File: src/rtl/netcon_pkg.sv
// Shared types and constants for the netcon registered feed-through blocks.
package netcon_pkg;

   localparam int unsigned NETCON_DEFAULT_WIDTH = 8;

   typedef enum logic [1:0] {
      EMPTY = 2'd0,
      ONE   = 2'd1,
      FULL  = 2'd2
   } netcon_state_e;

endpackage : netcon_pkg

File: src/rtl/netcon_skid_buffer_if.sv
// Valid/ready handshake bundle for both sides of the skid buffer.
interface netcon_skid_buffer_if #(
   parameter int unsigned WIDTH = 8
);

   logic             in_valid;
   logic             in_ready;
   logic [WIDTH-1:0] in_data;
   logic             out_valid;
   logic             out_ready;
   logic [WIDTH-1:0] out_data;

   // Environment view: drives the producer side and the consumer ready.
   modport master (
      output in_valid,
      output in_data,
      output out_ready,
      input  in_ready,
      input  out_valid,
      input  out_data
   );

   // Buffer view.
   modport slave (
      input  in_valid,
      input  in_data,
      input  out_ready,
      output in_ready,
      output out_valid,
      output out_data
   );

endinterface : netcon_skid_buffer_if

File: src/rtl/netcon_sat_counter.sv
// Saturating up-counter with synchronous active-high clear.
module netcon_sat_counter #(
   parameter int unsigned CNT_W = 16
) (
   input  logic             clk,
   input  logic             rst,
   input  logic             inc,
   output logic [CNT_W-1:0] count
);

   logic [CNT_W-1:0] cnt_q;
   logic [CNT_W-1:0] cnt_d;

   always_comb begin
      cnt_d = cnt_q;
      if (inc && (cnt_q != {CNT_W{1'b1}})) begin
         cnt_d = cnt_q + CNT_W'(1);
      end
   end

   always_ff @(posedge clk) begin
      if (rst) begin
         cnt_q <= '0;
      end else begin
         cnt_q <= cnt_d;
      end
   end

   assign count = cnt_q;

endmodule : netcon_sat_counter

File: src/rtl/netcon_skid_buffer.sv
// Two-entry registered valid/ready feed-through; no input-to-output combinational path.
// Optional stall statistics counter enabled by defining NETCON_SKID_STATS_EN.
module netcon_skid_buffer
   import netcon_pkg::*;
#(
   parameter int unsigned WIDTH = NETCON_DEFAULT_WIDTH,
   parameter int unsigned CNT_W = 16
) (
   input  logic                 clk,
   input  logic                 rst,
   netcon_skid_buffer_if.slave  bus
`ifdef NETCON_SKID_STATS_EN
   ,
   output logic [CNT_W-1:0]     stall_cnt
`endif
);

   netcon_state_e    state_q;
   logic [WIDTH-1:0] main_q;
   logic [WIDTH-1:0] skid_q;
   logic             in_ready_q;
   logic             out_valid_q;
   logic             push;
   logic             pop;

   assign push = bus.in_valid & in_ready_q;
   assign pop  = out_valid_q & bus.out_ready;

   // Handshake flags are kept as their own flops so outputs never depend on inputs.
   always_ff @(posedge clk) begin
      if (rst) begin
         state_q     <= EMPTY;
         main_q      <= '0;
         skid_q      <= '0;
         in_ready_q  <= 1'b1;
         out_valid_q <= 1'b0;
      end else begin
         unique case (state_q)
            EMPTY: begin
               if (push) begin
                  main_q      <= bus.in_data;
                  state_q     <= ONE;
                  out_valid_q <= 1'b1;
               end
            end
            ONE: begin
               if (push && pop) begin
                  main_q <= bus.in_data;
               end else if (push) begin
                  skid_q     <= bus.in_data;
                  state_q    <= FULL;
                  in_ready_q <= 1'b0;
               end else if (pop) begin
                  state_q     <= EMPTY;
                  out_valid_q <= 1'b0;
               end
            end
            FULL: begin
               if (pop) begin
                  main_q     <= skid_q;
                  state_q    <= ONE;
                  in_ready_q <= 1'b1;
               end
            end
            default: begin
               state_q     <= EMPTY;
               in_ready_q  <= 1'b1;
               out_valid_q <= 1'b0;
            end
         endcase
      end
   end

   assign bus.in_ready  = in_ready_q;
   assign bus.out_valid = out_valid_q;
   assign bus.out_data  = main_q;

`ifdef NETCON_SKID_STATS_EN
   logic stall;

   assign stall = out_valid_q & ~bus.out_ready;

   netcon_sat_counter #(
      .CNT_W (CNT_W)
   ) u_stall_cnt (
      .clk   (clk),
      .rst   (rst),
      .inc   (stall),
      .count (stall_cnt)
   );
`endif

endmodule : netcon_skid_buffer

File: src/flat_wrapper.sv
// flat-port wrapper written by rule: the top's interface ports become plain ports
module netcon_skid_buffer_flat import netcon_pkg::*;
#(
   parameter int unsigned WIDTH = NETCON_DEFAULT_WIDTH,
   parameter int unsigned CNT_W = 16
)
  (clk, rst, bus_in_valid, bus_in_data, bus_out_ready, bus_in_ready, bus_out_valid, bus_out_data);
  netcon_skid_buffer_if #(.WIDTH(WIDTH)) bus_i ();
  input  logic clk;
  input  logic rst;
  input wire logic [$bits(bus_i.in_valid)-1:0] bus_in_valid;
  input wire logic [$bits(bus_i.in_data)-1:0] bus_in_data;
  input wire logic [$bits(bus_i.out_ready)-1:0] bus_out_ready;
  output wire logic [$bits(bus_i.in_ready)-1:0] bus_in_ready;
  output wire logic [$bits(bus_i.out_valid)-1:0] bus_out_valid;
  output wire logic [$bits(bus_i.out_data)-1:0] bus_out_data;
  assign bus_i.in_valid = bus_in_valid;
  assign bus_i.in_data = bus_in_data;
  assign bus_i.out_ready = bus_out_ready;
  assign bus_in_ready = bus_i.in_ready;
  assign bus_out_valid = bus_i.out_valid;
  assign bus_out_data = bus_i.out_data;
  netcon_skid_buffer #(.WIDTH(WIDTH), .CNT_W(CNT_W)) u_core (.clk(clk), .rst(rst), .bus(bus_i));
endmodule
File: config.mk
export PLATFORM = sky130hd
export DESIGN_NAME = netcon_skid_buffer_flat
export DESIGN_NICKNAME = d
export VERILOG_FILES = /design/src/rtl/netcon_pkg.sv /design/src/rtl/netcon_skid_buffer_if.sv /design/src/rtl/netcon_sat_counter.sv /design/src/rtl/netcon_skid_buffer.sv /design/src/flat_wrapper.sv
export SDC_FILE = /design/constraint.sdc
export NUM_CORES = 1
export LEC_CHECK = 0
export CAP_MARGIN = 20
export CORE_MARGIN = 2
export CORE_UTILIZATION = 50
export CTS_BUF_LIST = sky130_fd_sc_hd__clkbuf_4 sky130_fd_sc_hd__clkbuf_8
export CTS_CLUSTER_DIAMETER = 150
export CTS_CLUSTER_SIZE = 16
export DETAILED_ROUTE_END_ITERATION = 7
export GPL_TIMING_DRIVEN = 1
export PLACE_DENSITY_LB_ADDON = 0.12
export SYNTH_ARGS = -nofsm -noshare
export SYNTH_HDL_FRONTEND = slang
export SYNTH_SLANG_ARGS = --single-unit
File: constraint.sdc
create_clock -name clk -period 1.6 [get_ports clk]
set_clock_uncertainty 0.15 [all_clocks]
set_input_delay 0.4 -clock clk [delete_from_list [all_inputs] [get_ports clk]]
set_output_delay 0.4 -clock clk [all_outputs]
set_load 0.005 [all_outputs]
==> out/results.tsv <==
metric	value	unit
outcome	completed	
drcViolationCount	0	
first_global_vias	802	
cp_max_fo	7	
rows	15	
whs	0.358	ns
finalWirelength	2260	µm
clock_power_share	0.228	
crit_required	1.68	ns
placed_cell_area	1270	µm²
final.fill_count	132	
postSynthNetCount	101	
layout.nets	140	
htreeDepth	1	
grt_usage	0.224	
finalCritPeriodShare	0.964	
powerDensity	947	nW/µm²
cts_root_buffer	clkbuf_4	
syn_area_per_cell	10.7	µm²
synth-edff-count	0	
ys_warn_count	0	
startpoint_type	flop	
io_pins	22	
min_period	1.54	ns
finalHoldViolCount	0	
gp_congestion	0.801	
p_switching	0.364	mW
setup_viol	0	
critical_path_class	flop to flop	
core	1760	µm²
first_pass_iters	4	
share_comb_of_total_power	0.315	
cap_violations	0	
netlist_instances	89	
fin_area	1350	µm²
synthFlopType	dfxtp_1	
seqPwrFrac	0.457	
wl_per_cell	14.9	µm
chipWidth	47.6	µm
fp.dieH	47.6	µm
syn-cell-area	948	µm²
yosys-top-cells-area	dfxtp_1 (42%), mux2i_1 (17%), a211oi_2 (11%)	
cts_tree	built	
fin_cells	152	
diodes	0	
antenna_found_initial	0	
dp.cells	144	
area_growth	42.2	%
yosys.area.top_type	dfxtp_1	
gr-total-overflow	0	
dr.first_iter.drc_count	7	
num_vias	820	
grt_setup_unrepaired	no	
worstSetupEndpointType	flop	
yosys_register_bits	20	
synthArstFlopShare	0	
via_per_inst	5.39	
switching_share	0.285	
hp-class	flop to flop	
clock-sinks	20	
max-vdd-ir-drop	740	µV
grt_pass1_wl	3440	µm
initial_utilization	0.538	
dieArea	2260	µm²
cts_buffers	3	
yosysSeqAreaShare	0.422	
drive_above_1_share	0.362	
leakage	0.675	nW
cp.arrival	1.62	ns
max_slew.worst_pin.slew	0.275	ns
dp_hpwl	1580	µm
clockBufferDepth	2	
synth.top_cell.area_share	0.422	
internal-power	0.914	mW
drv_slew	0	
grt_max_degree	14	
clock_latency	0.31	ns
timing.fmax	649	MHz
numPortBuffers	21	
ctsHoldBuffers	0	
rrSetupSlack	0.06	ns
synth_cell_types	22	
antenna_left	0	
path_clk_slew	0.11	ns
relSlewSlack	0.816	
[flip-flops by register name, summed over array words and instances, names as in the netlist]
signal / cells
u_core.bus.out_data: 8
u_core.skid_q: 8
u_core.state_q: 2
u_core.bus.in_ready: 1
u_core.bus.out_valid: 1
[through the flow]
stage               worst slack [ns]  setup TNS, ns   util  power, mW
floorplan                      0.155              0      -      0.805
global placement              -0.325          -5.05  0.718      0.969
detailed placement            -0.362          -5.82  0.718      0.984
CTS                          0.00499              0  0.762       1.29
global route                 0.00973              0  0.765       1.34
finish                        0.0583              0  0.765       1.28
[cells in the mapped netlist (2+ instances only)]
cell type  instances
nand2b_1           4
and3_1             2
dfxtp_1           20
clkbuf_1           2
buf_6              3
nor2_1             9
mux2i_1           16
o21bai_1           2
a211oi_2           8
a21oi_1            4
nor3_1             8
[placed cells by master, fill, tap and decap left out, drive strengths merged, types with 2 or more instances in the layout]
cell,n
clkbuf,4
a21oi,4
nand2b,4
a211oi,8
mux2i,16
buf,18
o21bai,2
nor3,9
clkdlybuf4s50,9
dfxtp,20
dlygate4sd2,11
nand2,2
and3,2
nor2,9
[power by group through the flow]
stage / Clock (mW) / Sequential [mW] / Combinational, mW
after global placement: 0 / 0.591 / 0.378
after CTS: 0.302 / 0.581 / 0.401
after floorplan: 0 / 0.596 / 0.210
after detailed placement: 0 / 0.592 / 0.392
after global routing: 0.313 / 0.589 / 0.434
final: 0.292 / 0.584 / 0.402
[routing by layer]
layer	vias to the layer above	wire, µm	track usage
met4	0	27	0.0811
met5	-	0	0
li1	402	-	-
met3	4	104	0.0604
met2	15	1170	0.416
met1	399	962	0.240
[worst max-delay path, cell delays in order, from the launching register on]
cell and delay, ns:
dfxtp_2 0.44, nand3b_1 0.25, o22a_2 0.23, nand2b_4 0.06
buf_4 0.16, a211oi_2 0.18
[what timing repair did]
action,in CTS,in global routing
gates cloned,0,0
resized for setup,22,2
setup buffers,4,0
pin swaps,3,3
setup endpoints to repair,18,15
[final timing paths]
check                         start                     end  cells after the start
setup / recovery  u_core.state_q[1]  u_core.bus.out_data[2]                      5
hold / removal     u_core.skid_q[4]        u_core.skid_q[4]                      2
setup reg to reg  u_core.state_q[1]  u_core.bus.out_data[2]                      5
hold reg to reg    u_core.skid_q[4]        u_core.skid_q[4]                      2
[kinds of logic after synthesis]
group                  synth area share
and+or+nand+nor                   0.169
DFF                               0.422
AOI/OAI and AO/OA                 0.193
muxes                             0.169
buffers and inverters            0.0475
[layout make-up]
type	count	area, µm²	area share
sequential	20	412	0.305
inverter	1	3.75	0.00278
clock buffer	4	36.3	0.0269
timing repair buffer	39	350	0.260
multi-input combinational	63	515	0.382
tap	25	31.3	0.0232
Power figures use the tool's default switching activity.
